`src/rtl/alu_arbiter_if.sv`:
```
// Request/response and shared-ALU bus of alu_arbiter.
// slave: the arbiter side; master: the requesters, the ALU and the response consumer.
interface alu_arbiter_if;
    logic        req0_valid;
    logic        req1_valid;
    logic        req0_ready;
    logic        req1_ready;
    logic [31:0] req0_src1;
    logic [31:0] req0_src2;
    logic [31:0] req1_src1;
    logic [31:0] req1_src2;
    logic [3:0]  req0_op;
    logic [3:0]  req1_op;
    logic [31:0] alu_src1;
    logic [31:0] alu_src2;
    logic [3:0]  alu_ctrl;
    logic [31:0] alu_result;
    logic        alu_zero;
    logic        alu_cout;
    logic        alu_overflow;
    logic        resp_valid;
    logic        resp_ready;
    logic        resp_id;
    logic [31:0] resp_result;
    logic [2:0]  resp_zcv;
    logic        resp_err;
    logic [15:0] done_cnt0;
    logic [15:0] done_cnt1;

    modport slave (
        input  req0_valid, req1_valid, req0_src1, req0_src2, req1_src1, req1_src2,
        input  req0_op, req1_op, alu_result, alu_zero, alu_cout, alu_overflow, resp_ready,
        output req0_ready, req1_ready, alu_src1, alu_src2, alu_ctrl,
        output resp_valid, resp_id, resp_result, resp_zcv, resp_err, done_cnt0, done_cnt1
    );

    modport master (
        output req0_valid, req1_valid, req0_src1, req0_src2, req1_src1, req1_src2,
        output req0_op, req1_op, alu_result, alu_zero, alu_cout, alu_overflow, resp_ready,
        input  req0_ready, req1_ready, alu_src1, alu_src2, alu_ctrl,
        input  resp_valid, resp_id, resp_result, resp_zcv, resp_err, done_cnt0, done_cnt1
    );
endinterface

```
`src/rtl/alu_arbiter.sv`:
```
// Two-port round-robin arbiter in front of one shared ALU, one operation in flight.
// Illegal opcodes bypass the ALU and answer immediately with resp_err set.
module alu_arbiter #(
    parameter int unsigned ALU_LAT = 1
) (
    input logic          clk,
    input logic          rst,
    alu_arbiter_if.slave bus
);
    typedef enum logic [1:0] {
        IDLE,
        EXEC,
        RESP
    } state_t;

    localparam logic [1:0] LAT_LAST = 2'(ALU_LAT - 1);

    state_t      r_state;
    logic        r_last_grant;
    logic [1:0]  r_lat_cnt;
    logic [31:0] r_alu_src1;
    logic [31:0] r_alu_src2;
    logic [3:0]  r_alu_ctrl;
    logic        r_resp_id;
    logic [31:0] r_resp_result;
    logic [2:0]  r_resp_zcv;
    logic        r_resp_err;
    logic [15:0] r_done_cnt0;
    logic [15:0] r_done_cnt1;

    logic        w_idle;
    logic        w_grant0;
    logic        w_grant1;
    logic        w_accept;
    logic        w_op_legal;
    logic [3:0]  w_op;
    logic [31:0] w_src1;
    logic [31:0] w_src2;

    // r_last_grant resets to 1 so that the first contended grant goes to port 0.
    always_comb begin
        w_idle   = !rst && (r_state == IDLE);
        w_grant0 = w_idle && bus.req0_valid && (!bus.req1_valid || r_last_grant);
        w_grant1 = w_idle && bus.req1_valid && !w_grant0;
        w_accept = w_grant0 || w_grant1;
        w_op     = w_grant1 ? bus.req1_op   : bus.req0_op;
        w_src1   = w_grant1 ? bus.req1_src1 : bus.req0_src1;
        w_src2   = w_grant1 ? bus.req1_src2 : bus.req0_src2;
        case (w_op)
            4'd0, 4'd1, 4'd2, 4'd6, 4'd7, 4'd12: w_op_legal = 1'b1;
            default:                              w_op_legal = 1'b0;
        endcase
    end

    always_ff @(posedge clk) begin
        if (rst) begin
            r_state       <= IDLE;
            r_last_grant  <= 1'b1;
            r_lat_cnt     <= '0;
            r_alu_src1    <= '0;
            r_alu_src2    <= '0;
            r_alu_ctrl    <= '0;
            r_resp_id     <= 1'b0;
            r_resp_result <= '0;
            r_resp_zcv    <= '0;
            r_resp_err    <= 1'b0;
            r_done_cnt0   <= '0;
            r_done_cnt1   <= '0;
        end else begin
            case (r_state)
                IDLE: begin
                    if (w_accept) begin
                        r_last_grant <= w_grant1;
                        r_resp_id    <= w_grant1;
                        if (w_op_legal) begin
                            r_alu_src1 <= w_src1;
                            r_alu_src2 <= w_src2;
                            r_alu_ctrl <= w_op;
                            r_lat_cnt  <= '0;
                            r_state    <= EXEC;
                        end else begin
                            r_resp_result <= '0;
                            r_resp_zcv    <= '0;
                            r_resp_err    <= 1'b1;
                            r_state       <= RESP;
                        end
                    end
                end
                EXEC: begin
                    // r_lat_cnt holds (edges since launch - 1); capture on the ALU_LAT-th edge.
                    if (r_lat_cnt == LAT_LAST) begin
                        r_resp_result <= bus.alu_result;
                        r_resp_zcv    <= {bus.alu_zero, bus.alu_cout, bus.alu_overflow};
                        r_resp_err    <= 1'b0;
                        r_state       <= RESP;
                    end else begin
                        r_lat_cnt <= r_lat_cnt + 2'd1;
                    end
                end
                RESP: begin
                    if (bus.resp_ready) begin
                        r_state <= IDLE;
                        if (r_resp_id) begin
                            if (r_done_cnt1 != 16'hFFFF) r_done_cnt1 <= r_done_cnt1 + 16'd1;
                        end else begin
                            if (r_done_cnt0 != 16'hFFFF) r_done_cnt0 <= r_done_cnt0 + 16'd1;
                        end
                    end
                end
                default: r_state <= IDLE;
            endcase
        end
    end

    assign bus.req0_ready  = w_grant0;
    assign bus.req1_ready  = w_grant1;
    assign bus.alu_src1    = r_alu_src1;
    assign bus.alu_src2    = r_alu_src2;
    assign bus.alu_ctrl    = r_alu_ctrl;
    assign bus.resp_valid  = (r_state == RESP);
    assign bus.resp_id     = r_resp_id;
    assign bus.resp_result = r_resp_result;
    assign bus.resp_zcv    = r_resp_zcv;
    assign bus.resp_err    = r_resp_err;
    assign bus.done_cnt0   = r_done_cnt0;
    assign bus.done_cnt1   = r_done_cnt1;
endmodule

```
`src/flat_wrapper.sv`:
```
// flat-port wrapper written by rule: the top's interface ports become plain ports
module alu_arbiter_flat 
#(
    parameter int unsigned ALU_LAT = 1
)
  (clk, rst, bus_req0_valid, bus_req1_valid, bus_req0_src1, bus_req0_src2, bus_req1_src1, bus_req1_src2, bus_req0_op, bus_req1_op, bus_alu_result, bus_alu_zero, bus_alu_cout, bus_alu_overflow, bus_resp_ready, bus_req0_ready, bus_req1_ready, bus_alu_src1, bus_alu_src2, bus_alu_ctrl, bus_resp_valid, bus_resp_id, bus_resp_result, bus_resp_zcv, bus_resp_err, bus_done_cnt0, bus_done_cnt1);
  alu_arbiter_if bus_i ();
  input logic clk;
  input logic rst;
  input wire logic [$bits(bus_i.req0_valid)-1:0] bus_req0_valid;
  input wire logic [$bits(bus_i.req1_valid)-1:0] bus_req1_valid;
  input wire logic [$bits(bus_i.req0_src1)-1:0] bus_req0_src1;
  input wire logic [$bits(bus_i.req0_src2)-1:0] bus_req0_src2;
  input wire logic [$bits(bus_i.req1_src1)-1:0] bus_req1_src1;
  input wire logic [$bits(bus_i.req1_src2)-1:0] bus_req1_src2;
  input wire logic [$bits(bus_i.req0_op)-1:0] bus_req0_op;
  input wire logic [$bits(bus_i.req1_op)-1:0] bus_req1_op;
  input wire logic [$bits(bus_i.alu_result)-1:0] bus_alu_result;
  input wire logic [$bits(bus_i.alu_zero)-1:0] bus_alu_zero;
  input wire logic [$bits(bus_i.alu_cout)-1:0] bus_alu_cout;
  input wire logic [$bits(bus_i.alu_overflow)-1:0] bus_alu_overflow;
  input wire logic [$bits(bus_i.resp_ready)-1:0] bus_resp_ready;
  output wire logic [$bits(bus_i.req0_ready)-1:0] bus_req0_ready;
  output wire logic [$bits(bus_i.req1_ready)-1:0] bus_req1_ready;
  output wire logic [$bits(bus_i.alu_src1)-1:0] bus_alu_src1;
  output wire logic [$bits(bus_i.alu_src2)-1:0] bus_alu_src2;
  output wire logic [$bits(bus_i.alu_ctrl)-1:0] bus_alu_ctrl;
  output wire logic [$bits(bus_i.resp_valid)-1:0] bus_resp_valid;
  output wire logic [$bits(bus_i.resp_id)-1:0] bus_resp_id;
  output wire logic [$bits(bus_i.resp_result)-1:0] bus_resp_result;
  output wire logic [$bits(bus_i.resp_zcv)-1:0] bus_resp_zcv;
  output wire logic [$bits(bus_i.resp_err)-1:0] bus_resp_err;
  output wire logic [$bits(bus_i.done_cnt0)-1:0] bus_done_cnt0;
  output wire logic [$bits(bus_i.done_cnt1)-1:0] bus_done_cnt1;
  assign bus_i.req0_valid = bus_req0_valid;
  assign bus_i.req1_valid = bus_req1_valid;
  assign bus_i.req0_src1 = bus_req0_src1;
  assign bus_i.req0_src2 = bus_req0_src2;
  assign bus_i.req1_src1 = bus_req1_src1;
  assign bus_i.req1_src2 = bus_req1_src2;
  assign bus_i.req0_op = bus_req0_op;
  assign bus_i.req1_op = bus_req1_op;
  assign bus_i.alu_result = bus_alu_result;
  assign bus_i.alu_zero = bus_alu_zero;
  assign bus_i.alu_cout = bus_alu_cout;
  assign bus_i.alu_overflow = bus_alu_overflow;
  assign bus_i.resp_ready = bus_resp_ready;
  assign bus_req0_ready = bus_i.req0_ready;
  assign bus_req1_ready = bus_i.req1_ready;
  assign bus_alu_src1 = bus_i.alu_src1;
  assign bus_alu_src2 = bus_i.alu_src2;
  assign bus_alu_ctrl = bus_i.alu_ctrl;
  assign bus_resp_valid = bus_i.resp_valid;
  assign bus_resp_id = bus_i.resp_id;
  assign bus_resp_result = bus_i.resp_result;
  assign bus_resp_zcv = bus_i.resp_zcv;
  assign bus_resp_err = bus_i.resp_err;
  assign bus_done_cnt0 = bus_i.done_cnt0;
  assign bus_done_cnt1 = bus_i.done_cnt1;
  alu_arbiter #(.ALU_LAT(ALU_LAT)) u_core (.clk(clk), .rst(rst), .bus(bus_i));
endmodule
```
`config.mk`:
```
export PLATFORM = sky130hd
export DESIGN_NAME = alu_arbiter_flat
export DESIGN_NICKNAME = d
export VERILOG_FILES = /design/src/rtl/alu_arbiter_if.sv /design/src/rtl/alu_arbiter.sv /design/src/flat_wrapper.sv
export SDC_FILE = /design/constraint.sdc
export NUM_CORES = 1
export LEC_CHECK = 0
export ABC_AREA = 1
export ABC_CLOCK_PERIOD_IN_PS = 2500
export CORE_MARGIN = 8
export CORE_UTILIZATION = 42
export CTS_CLUSTER_SIZE = 16
export DETAILED_ROUTE_END_ITERATION = 12
export MAX_ROUTING_LAYER = met4
export PLACE_DENSITY = 0.88
export SKIP_CTS_REPAIR_TIMING = 1
export SYNTH_ARGS = -nofsm -noshare
export SYNTH_HDL_FRONTEND = slang
export SYNTH_SLANG_ARGS = --single-unit
```
`constraint.sdc`:
```
create_clock -name clk -period 2.5 [get_ports clk]
set_input_delay 0.375 -clock clk [delete_from_list [all_inputs] [get_ports clk]]
set_output_delay 0.375 -clock clk [all_outputs]
set_load 0.005 [all_outputs]
```
Yosys cells after proc, flatten, opt, wreduce, memory -nomap -nowiden
Index checks and enable logic that the tools add are counted.
Operators by class
  bitwise operators: 1
  reduce and logical (&&, ||, !) cells: 22
  $add $sub $neg: 3
  equal/unequal tests: 15
  mux-type cells: 25
Operators by type and width (count)
  $mux W32: 5
  $pmux W32 S2: 1
  $add A16 B1 Y16 const B: 2
  $ne A16 B16 Y1 const B: 2
  $reduce_and A4 Y1: 4
  $mux W2: 7
  $mux W3: 3
  $eq A4 B3 Y1 const B: 2
  $ne A2 B1 Y1 const B: 3
  $ne A2 B2 Y1 const B: 3
  $pmux W2 S3: 1
  $pmux W3 S2: 1
  $reduce_and A3 Y1: 2
  $reduce_or A6 Y1: 1
  $logic_and A1 B1 Y1: 5
  $eq A4 B1 Y1 const B: 1
  $eq A4 B2 Y1 const B: 1
  $eq A4 B4 Y1 const B: 1
  $logic_not A2 Y1: 2
  $logic_not A4 Y1: 1
  $mux W1: 4
  $mux W4: 1
  $pmux W2 S2: 1
  $logic_not A1 Y1: 3
  8 further kinds: 9
Storage, ports and cells
  output and inout bits: 140
  logic and storage cells: 78
  register bits: 142

Longest topological paths before layout
Gate-level depths: netlist of run 1.
  depth after elaboration: 13
  gate-level depth with buffers: 15

Worst setup path before layout of run 1
OpenSTA, ideal clock, no wires.
  path type: register to register
  start point: register u_core.r_done_cnt0[0], in the netlist u_core.bus.done_cnt0[0]
  end point: register u_core.r_done_cnt0[9], in the netlist u_core.bus.done_cnt0[9]
  data required time: 2388 ps
  path slack: 537 ps
  period minus slack after synthesis: 1963 ps
  setup time: 112 ps
  data arrival time: 1851 ps
  path buffers: 0
  stages on the path, launching flop included: 15
  cells stage by stage: dfxtp_1 -> ha_1 -> nand2_1 -> inv_1 -> nand3_1 -> nor3_1 -> nand2_1 -> nand2_1 -> clkinv_1 -> nand2_1 -> nor2_1 -> nand2_1 -> nor2_1 -> nor2_1 -> nor2_1
Between the ends
  cells in the longest elaborated chain, start to end: 2
RTL lines
  start: declaration: RTL line alu_arbiter.sv:28  | logic [15:0] r_done_cnt0;
  start signal: assignment: RTL line alu_arbiter.sv:106  | if (r_done_cnt0 != 16'hFFFF) r_done_cnt0 <= r_done_cnt0 + 16'd1;
  parallel branches: the longest is 2 deep, another holds $add A16 B1 Y16
Several ways; the timed one is not identified.
A chain may end at the register's enable or synchronous reset.

Worst setup path in the final report of run 1
  start point: register u_core.r_state[1]
  end point: output bus_req1_ready
Between the ends
  cells in the longest elaborated chain, start to end: 6
RTL lines
  start: declaration: RTL line alu_arbiter.sv:18  | state_t r_state;
  start signal: assignment: RTL line alu_arbiter.sv:57  | r_state <= IDLE;
  start signal: assignment: RTL line alu_arbiter.sv:80  | r_state <= EXEC;
  start signal: assignment: RTL line alu_arbiter.sv:85  | r_state <= RESP;
  $logic_not A2 Y1 *: RTL line alu_arbiter.sv:42  | w_idle = !rst && (r_state == IDLE);
  $logic_and A1 B1 Y1 *: RTL line alu_arbiter.sv:42
  $logic_and A1 B1 Y1 (2 in series): RTL line alu_arbiter.sv:43  | w_grant0 = w_idle && bus.req0_valid && (!bus.req1_valid || r_last_grant);
  $logic_not A1 Y1: RTL line alu_arbiter.sv:44  | w_grant1 = w_idle && bus.req1_valid && !w_grant0;
  $logic_and A1 B1 Y1 *: RTL line alu_arbiter.sv:44
  end: declaration: RTL line flat_wrapper.sv:24  | output wire logic [$bits(bus_i.req1_ready)-1:0] bus_req1_ready;
Mark *: on every way between the ends. The rest lies on a longest branch, timed or not.

==> results of run 1 <==
==> layout make-up <==
class / instances / area, um2
diodes: 1 / 2.50
clock buffers: 20 / 447
clock inverters: 12 / 158
fillers: 1358 / 5080
inverters: 47 / 176
multi-input cells: 815 / 3530
flip-flops and latches: 142 / 2840
well taps: 216 / 270
repair buffers: 336 / 3380
==> registers in the layout, indices dropped and copies added (netlist names) <==
| name | flops |
|---|---|
| u_core.bus.done_cnt1 | 16 |
| u_core.bus.alu_src1 | 32 |
| u_core.bus.resp_result | 32 |
| u_core.r_state | 2 |
| u_core.r_lat_cnt | 2 |
| u_core.bus.alu_src2 | 32 |
| u_core.bus.alu_ctrl | 4 |
| u_core.bus.resp_zcv | 3 |
| u_core.bus.done_cnt0 | 16 |
| u_core.bus.resp_err | 1 |
| u_core.r_last_grant | 1 |
| u_core.bus.resp_id | 1 |
==> cells by family (layout without fill, tap and decap cells) <==
logic type / Yosys count / after routing / synth area share
DFF: 142 / 142 / 0.417
other: 0 / 1 / 0
adders and majority gates: 3 / 3 / 0.00550
xor gates and xnor gates: 12 / 12 / 0.0154
AOI/OAI and AO/OA: 154 / 154 / 0.115
and+or+nand+nor: 646 / 646 / 0.380
buffers and inverters: 110 / 415 / 0.0670
==> critical path, cell delays in order (launching register included) <==
cell             delay [ns]
dfxtp_1                0.38
inv_2                  0.09
nand2_1                0.07
nor2_2                 0.13
nand3_4                0.15
inv_2                  0.12
clkdlybuf4s50_1        0.55
==> layer usage <==
metal | routed length (um) | track usage | share of wire
met4 | 595 | 0.0891 | 0.025
met5 | 0 | - | 0
met3 | 2290 | 0.0899 | 0.095
met2 | 11700 | 0.383 | 0.49
met1 | 9500 | 0.258 | 0.39
==> cells in the mapped netlist, types with 2 or more instances <==
library cell / count / area [um2]
buf_6: 3 / 33.8
nand4_1: 6 / 37.5
nor4_1: 5 / 31.3
a21oi_1: 133 / 666
nand3_4: 2 / 35.0
xor2_1: 6 / 52.6
o21ai_0: 17 / 85.1
buf_2: 17 / 85.1
nand2_1: 491 / 1840
inv_2: 3 / 11.3
inv_1: 43 / 161
dfxtp_1: 142 / 2840
nor2_2: 3 / 18.8
buf_1: 8 / 30.0
clkbuf_1: 35 / 131
ha_1: 3 / 37.5
nand2_2: 2 / 12.5
o211ai_1: 2 / 15.0
nor2_1: 68 / 255
xnor2_1: 6 / 52.6
nand3_1: 56 / 280
nor3_1: 8 / 40.0
==> how the worst max path moves through the flow <==
stage / to / start / slack (ns)
final: bus_req1_ready / u_core.r_state[1] / 0.21
after global routing: bus_req1_ready / u_core.r_state[1] / 0.08
after CTS: bus_req1_ready / u_core.r_state[1] / 0.18
after detailed placement: u_core.bus.alu_src1[29] / bus_req1_valid / -0.02
after global placement: u_core.bus.alu_ctrl[0] / bus_req1_valid / 0.05
after floorplan: u_core.bus.done_cnt0[9] / u_core.bus.done_cnt0[0] / 0.54
==> where the power goes <==
| group | internal (mW) | switching [mW] | leakage [nW] |
|---|---|---|---|
| clock | 1.60 | 0.989 | 0.287 |
| combinational | 1.01 | 0.907 | 2.83 |
| sequential | 2.49 | 0.124 | 1.15 |
==> run_results.csv, run 1 <==
group,metric,value,unit
drt,drtIter0Drc,407,
power_and_ir_drop,total_power,7.13,mW
finish,final_common_cell,"nand2_1",
power_and_ir_drop,leakage,4.28,nW
min_path,hold_end,"u_core.bus.resp_id",
placed_design,dpl_cell_area,10200,um2
global_routing,grt_max_degree,73,
min_path,hold_start,"rst",
timing,maxSlewViolCount,0,
status,outcome,"completed",
drt,ant_nets,0,
timing,fin_crit,2.29,ns
synthesis,async_flop_share,0,
drt,vias_per_cell,4.89,
synthesis,yosysWarningCount,0,
drt,routed-via-count,7777,
timing,setup_viol,0,
global_routing,grt_pass1_wl,37.3,mm
finish,layout_common_cells,"nand2_1 (491), clkdlybuf4s50_1 (314), dfxtp_1 (142)",
setup_path,cp-end-kind,"primary output",
synthesis,ys_ff_latch,142,
global_routing,grtUsageTotal,0.235,
finish,drive_above_1_share,0.0496,
timing,max-slew-margin-rel,0.616,
min_path,hold_class,"input port to flop",
timing,period_share,0.915,
placed_design,placedCellCount,1556,
finish,nets,1538,
clock_network,cts_tree,"done",
global_routing,grt-ovfl-total,0,
setup_path,r2r-start,"u_core.r_state[1]",
timing,setup_slack,0.212,ns
timing,fin_hold_ws,0.444,ns
setup_path,crit_fanout,11,
drt,first_pass_iters,5,
placed_design,routabilityCongestion,0.876,
setup_path,critical_path_arrival,1.91,ns
clock_network,clkTransAtPathRegs,0.06,ns
placed_design,dp_hpwl,18.0,mm
finish,fin_cells,1589,
finish,syn_to_final_growth,58.4,%
setup_path,r2r-end,"u_core.bus.alu_src1[29]",
synthesis,synthesis.area,6820,um2
min_path,holdPathStages,4,
setup_path,ff2ff_path_depth,12,
global_routing,grt_pass1_vias,7342,
clock_network,clk-insertion-delay-late,0.42,ns
synthesis,synth_edf_count,0,
timing,skew,0.00996,ns
placed_design,place_ws,-0.0181,ns
timing,rsz0062_at_grt,"no",
clock_network,cts_htree_levels,4,
die,die_h,143,um
synthesis,syn-num-nets,1246,
finish,final_cell_area,10800,um2
timing,tightest_slew,0.576,ns
synthesis,syn_area_per_cell,6.39,um2
clock_network,clk_path_buf_depth,2,
die,die_w,143,um
die,ios,316,
synthesis,ys_dominant_reg_cell,"dfxtp_1",
clock_network,clock-sinks,142,
synthesis,synthCells,1067,
power_and_ir_drop,power_density,660,nW/um2
die,die_area,20600,um2
die,initial_core_util,0.429,
timing,fin_tns_setup,0,ns
power_and_ir_drop,peakVddDrop,0.000473,V
clock_network,cts_buffers,17,
timing,hold_viol,0,
synthesis,synth_cell_types,30,
finish,finalCoreUtilization,0.680,
drt,wirelength,24.1,mm
timing,max_freq,437,MHz
setup_path,cp-start-kind,"flop",
setup_path,reg2reg_slack,0.37,ns
die,std_cell_rows,46,
global_routing,antenna_found_initial,1,
drt,drc,0,
setup_path,cp.required,2.12,ns
drt,wire_per_inst,15.2,um
synthesis,synth_seq_area_share,0.417,
placed_design,io_buffers,315,
clock_network,cts_root_buf,"clkbuf_16",
job,cap_violations,0,
die,coreArea,15900,um2
setup_path,critPathKind,"flop to primary output",
Power figures use the tool's default switching activity.
==> run 2: changes to the inputs <==
--- a/config.mk
+++ b/config.mk
@@ -12,7 +12,7 @@
 export CTS_CLUSTER_SIZE = 16
 export DETAILED_ROUTE_END_ITERATION = 12
 export MAX_ROUTING_LAYER = met4
-export PLACE_DENSITY = 0.88
+export PLACE_DENSITY = 0.81
 export SKIP_CTS_REPAIR_TIMING = 1
 export SYNTH_ARGS = -nofsm -noshare
 export SYNTH_HDL_FRONTEND = slang
==> run 2 against run 1 <==
Compared with the run above:
- worst setup slack lost 0.056 ns
- clock-buffer cell count shrank 3
- global-route usage shrank 0.32 points
- critical path depth is the same
- sequential power is essentially flat
- sequential cell count is the same
- final cell count is essentially flat
- first-iteration DRC count shrank 8.1%
- clock skew shrank 0.00090 ns
- clock power is essentially flat
- hold slack lost 0.051 ns
- non-clock buffer count grew 2
- highest routed layer unchanged
==> run_results.csv, run 2 (synthesis results as in run 1) <==
group,metric,value,unit
drt,drc,0,
timing,max-slew-margin-rel,0.496,
die,initial_core_util,0.429,
global_routing,grtUsageTotal,0.232,
global_routing,grt_pass1_wl,36.7,mm
die,die_area,20600,um2
drt,vias_per_cell,4.83,
setup_path,cp-end-kind,"primary output",
placed_design,dp_hpwl,18.0,mm
setup_path,startpoint,"bus_req1_valid",
drt,first_pass_iters,4,
finish,num_antenna_cells,0,
timing,rsz0062_at_grt,"no",
power_and_ir_drop,power_density,660,nW/um2
min_path,hold_start,"rst",
power_and_ir_drop,leakage,4.28,nW
timing,setup_viol,0,
die,std_cell_rows,46,
timing,max_freq,426,MHz
power_and_ir_drop,p_int,5.01,mW
global_routing,grt_pass1_vias,7174,
timing,hold_viol,0,
drt,wire_per_inst,15.1,um
global_routing,antenna_found_initial,0,
setup_path,r2r-end,"u_core.bus.resp_zcv[2]",
die,die_h,143,um
power_and_ir_drop,peakVddDrop,0.000488,V
drt,wirelength,24.0,mm
min_path,hold_class,"input port to flop",
finish,final_common_cell,"nand2_1",
finish,drive_above_1_share,0.0524,
setup_path,endpoint,"bus_req1_ready",
finish,final_cell_area,10800,um2
drt,drtIter0Drc,374,
placed_design,dpl_cell_area,10200,um2
setup_path,cp.required,2.12,ns
timing,setup_slack,0.155,ns
timing,skew,0.00906,ns
setup_path,r2r-start,"u_core.r_state[1]",
setup_path,critical_path_arrival,1.97,ns
job,cap_violations,0,
timing,maxSlewViolCount,0,
power_and_ir_drop,power_frac_comb,0.268,
power_and_ir_drop,pwr-share-clk,0.364,
placed_design,placedCellCount,1558,
timing,tightest_slew,0.757,ns
clock_network,clkTransAtPathRegs,0.06,ns
die,die_w,143,um
global_routing,grt_max_degree,73,
finish,finalCoreUtilization,0.680,
timing,period_share,0.938,
clock_network,clock-sinks,142,
status,outcome,"completed",
setup_path,crit_fanout,9,
setup_path,cp-start-kind,"input port",
timing,fin_tns_setup,0,ns
power_and_ir_drop,netSwitchingPower,2.12,mW
clock_network,cts_buffers,17,
finish,layout_common_cells,"nand2_1 (491), clkdlybuf4s50_1 (314), dfxtp_1 (142)",
clock_network,cts_htree_levels,4,
placed_design,io_buffers,315,
clock_network,cts_root_buf,"clkbuf_16",
placed_design,routabilityCongestion,0.886,
finish,nFillCells,1396,
placed_design,place_ws,-0.0649,ns
drt,ant_nets,0,
die,ios,316,
finish,nets,1540,
global_routing,grt-ovfl-total,0,
finish,fin_cells,1590,
die,coreArea,15900,um2
clock_network,clk-insertion-delay-late,0.42,ns
power_and_ir_drop,p_sw_frac,0.298,
finish,syn_to_final_growth,58.4,%
clock_network,cts_tree,"done",
drt,routed-via-count,7681,
power_and_ir_drop,power_frac_seq,0.367,
setup_path,critPathKind,"input port to primary output",
timing,fin_crit,2.34,ns
setup_path,ff2ff_path_depth,14,
clock_network,clk_path_buf_depth,2,
setup_path,reg2reg_slack,0.31,ns
[run 2: worst min path at each step]
stage | end | slack (ns) | depth (start not counted)
6_report | u_core.bus.done_cnt1[8] | 0.39 | 3
5_1_grt | u_core.bus.done_cnt1[9] | 0.41 | 3
4_1_cts | u_core.bus.done_cnt1[10] | 0.38 | 3
3_5_place_dp | u_core.bus.done_cnt0[4] | 0.45 | 2
3_3_place_gp | u_core.bus.done_cnt0[4] | 0.45 | 2
2_1_floorplan | u_core.r_lat_cnt[1] | 0.45 | 2
[run 2: layout make-up]
| class | count | area (um2) | share of cell area |
|---|---|---|---|
| Tap cell | 216 | 270 | 0.0250 |
| Timing Repair Buffer | 338 | 3380 | 0.313 |
| Inverter | 47 | 176 | 0.0163 |
| Sequential cell | 142 | 2840 | 0.263 |
| Clock inverter | 15 | 176 | 0.0163 |
| Clock buffer | 17 | 425 | 0.0394 |
| Multi-Input combinational cell | 815 | 3530 | 0.327 |
[run 2: metrics by stage]
step	hold WS, ns	power, mW
detailed placement	0.453	4.58
CTS	0.380	7.19
global route	0.413	7.50
global placement	0.450	4.54
floorplan	0.452	3.59
finish	0.392	7.13
[run 2: power by group through the flow]
| stage | Sequential [mW] | Combinational [mW] | Clock [mW] |
|---|---|---|---|
| floorplan | 2.68 | 0.911 | 0 |
| global placement | 2.66 | 1.89 | 0 |
| detailed placement | 2.66 | 1.92 | 0 |
| CTS | 2.62 | 1.93 | 2.64 |
| global route | 2.64 | 2.11 | 2.75 |
| finish | 2.62 | 1.91 | 2.60 |
[run 2: per-layer routing]
metal  track usage  share of wire  routed length [um]
met1         0.256           0.39                9350
met3        0.0813          0.096                2300
met4        0.0836          0.025                 598
met2         0.383           0.49               11700
met5             -              0                   0
[run 2: critical path: stages]
cell             delay [ns]
clkdlybuf4s50_1        0.54
nand2_1                0.09
nand2_2                0.17
nand3_4                0.15
inv_2                  0.12
clkdlybuf4s50_1        0.53
==> run 3: changes to the inputs <==
--- a/config.mk
+++ b/config.mk
@@ -5,15 +5,15 @@
 export SDC_FILE = /design/constraint.sdc
 export NUM_CORES = 1
 export LEC_CHECK = 0
-export ABC_AREA = 1
+export ABC_AREA = 0
 export ABC_CLOCK_PERIOD_IN_PS = 2500
 export CORE_MARGIN = 8
-export CORE_UTILIZATION = 42
+export CORE_UTILIZATION = 30
 export CTS_CLUSTER_SIZE = 16
 export DETAILED_ROUTE_END_ITERATION = 12
 export MAX_ROUTING_LAYER = met4
-export PLACE_DENSITY = 0.81
 export SKIP_CTS_REPAIR_TIMING = 1
+export SKIP_LAST_GASP = 1
 export SYNTH_ARGS = -nofsm -noshare
 export SYNTH_HDL_FRONTEND = slang
 export SYNTH_SLANG_ARGS = --single-unit
==> run 3 against run 2 <==
Compared with the run above:
- final area about the same
- register-to-register slack improved by 0.14 ns
- sequential power fell by 6%
- highest routed layer unchanged
==> run_results.csv, run 3 <==
group,metric,value,unit
status,outcome,"completed",
synthesis,async_flop_share,0,
drt,drc,0,
finish,drive_above_1_share,0.119,
timing,max_freq,429,MHz
finish,final_common_cell,"clkdlybuf4s50_1",
timing,tightest_slew,1.08,ns
drt,wirelength,23.3,mm
setup_path,worst-path-buf-inv,1,
timing,max-slew-margin-rel,0.280,
clock_network,clkTransAtPathRegs,0.06,ns
finish,finalCoreUtilization,0.483,
global_routing,antenna_found_initial,0,
die,coreArea,22400,um2
synthesis,yosys.area.top_type,"dfxtp_1",
synthesis,yosysTopAreaCellShare,0.420,
setup_path,cp-end-kind,"primary output",
clock_network,clk-insertion-delay-late,0.41,ns
global_routing,grt_pass1_wl,36.3,mm
die,std_cell_rows,55,
clock_network,cts_buffers,17,
die,die_h,166,um
timing,fin_crit,2.33,ns
placed_design,routabilityCongestion,0.822,
timing,rsz0062_at_grt,"no",
power_and_ir_drop,leakage,4.01,nW
setup_path,critical_path_arrival,1.96,ns
setup_path,path_delay_family,"simple AND/OR/NAND/NOR gates",
timing,setup_viol,0,
job,cap_violations,0,
setup_path,crit_fanout,10,
finish,num_antenna_cells,0,
die,ios,316,
clock_network,clk_path_buf_depth,2,
power_and_ir_drop,p_sw_frac,0.267,
timing,hold_viol,0,
power_and_ir_drop,peakVddDrop,0.000429,V
placed_design,io_buffers,315,
power_and_ir_drop,power_frac_comb,0.202,
setup_path,cp-start-kind,"flop",
timing,fin_tns_setup,0,ns
synthesis,ys_ff_latch,142,
power_and_ir_drop,p_int,4.36,mW
global_routing,grt-ovfl-total,0,
setup_path,cp_slowest_cell,"clkdlybuf4s50_1",
synthesis,ys_top_cells_by_area,"dfxtp_1 (42%), a211oi_2 (11%), mux2i_1 (8.7%)",
power_and_ir_drop,netSwitchingPower,1.59,mW
synthesis,synth_seq_area_share,0.420,
synthesis,syn_area_per_cell,9.32,um2
synthesis,synthesis.area,6760,um2
finish,layout_common_cells,"clkdlybuf4s50_1 (314), dfxtp_1 (142), nor2_1 (108)",
clock_network,cts_tree,"done",
setup_path,slowest_delay,0.52,ns
die,die_area,27600,um2
clock_network,cts_htree_levels,4,
synthesis,synth_edf_count,0,
synthesis,synthTopCellsByCount,"dfxtp_1 (142), nor2_1 (108), mux2i_1 (59)",
synthesis,syn-num-nets,905,
power_and_ir_drop,power_frac_seq,0.411,
setup_path,path_cells,"nor3_4, and3_1, clkdlybuf4s50_1",
drt,vias_per_cell,4.72,
timing,maxSlewViolCount,0,
synthesis,ys_dominant_reg_cell,"dfxtp_1",
finish,syn_to_final_growth,59.8,%
clock_network,cts_root_buf,"clkbuf_16",
min_path,hold_class,"input port to flop",
synthesis,synth_most_common_cell,"dfxtp_1",
drt,drtIter0Drc,225,
setup_path,critPathKind,"flop to primary output",
synthesis,synthCells,726,
drt,routed-via-count,6263,
die,die_w,166,um
synthesis,synth_cell_types,60,
placed_design,dp_hpwl,17.7,mm
finish,nets,1210,
global_routing,grt_pass1_vias,6140,
power_and_ir_drop,pwr-share-clk,0.387,
global_routing,grtUsageTotal,0.169,
timing,period_share,0.932,
power_and_ir_drop,total_power,5.95,mW
setup_path,cp.required,2.12,ns
timing,skew,0.0104,ns
global_routing,grt_max_degree,72,
clock_network,clock-sinks,142,
power_and_ir_drop,power_density,551,nW/um2
synthesis,yosysWarningCount,0,
drt,wire_per_inst,17.6,um
drt,ant_nets,0,
die,initial_core_util,0.302,
drt,first_pass_iters,6,
## run 3: cell types whose count changed after synthesis, sizes merged, moves of 36 or more
| cell | previous run | this run |
|---|---|---|
| nand2 | 493 | 33 |
| a21oi | 134 | 9 |
| a211oi | 0 | 62 |
| mux2i | 0 | 59 |
| nand2b | 0 | 39 |
| nor2 | 72 | 108 |
## run 3: through the flow
step                      hold slack, ns  setup slack [ns]  cell area [um2]  instances
after floorplan                    0.459             0.747             6760        726
after global placement             0.446             0.108            10300       1297
after detailed placement           0.452            0.0517            10300       1297
after CTS                          0.180            0.0930            10800       1326
after global routing               0.189            0.0559            10800       1326
final                              0.204             0.170            10800       1326
## run 3: power groups by stage
stage               registers [mW]  clock network, mW  logic, mW
detailed placement            2.50                  0       1.22
global placement              2.50                  0       1.21
CTS                           2.45               2.37       1.22
finish                        2.45               2.30       1.20
floorplan                     2.49                  0      0.545
global route                  2.46               2.48       1.30
## run 3: kinds of logic (layout without fill, tap and decap cells)
family          Yosys count  count (layout)  synth area share
simple gates            274             274             0.201
xor+xnor                 28              28            0.0363
compound gates          154             154             0.201
fa+ha+maj                 3               3           0.00555
mux                      60              60            0.0890
buf+inv                  65             380            0.0463
flops                   142             142             0.420
## run 3: final cells by class
cell class                 instances  area [um2]
multi-input combinational        519        3640
fill                            2093       11600
inverter                          12        45.0
sequential                       142        2840
tap                              285         357
timing repair buffer             339        3400
clock buffer                      19         453
clock inverter                    10        68.8
## run 3: worst paths after layout
kind                               from                         end  slack [ns]  cells after the start
min                                 rst           u_core.r_state[0]        0.20                      2
min reg2reg  u_core.bus.resp_result[16]  u_core.bus.resp_result[16]        0.46                      2
max                   u_core.r_state[1]              bus_req0_ready        0.17                      3
max reg2reg           u_core.r_state[1]    u_core.bus.done_cnt1[13]        0.45                      5
## run 3: routing by layer
layer	routed length (um)	track usage
met1	10300	0.194
met4	225	0.0415
met3	1320	0.0452
met2	11500	0.289
met5	0	-
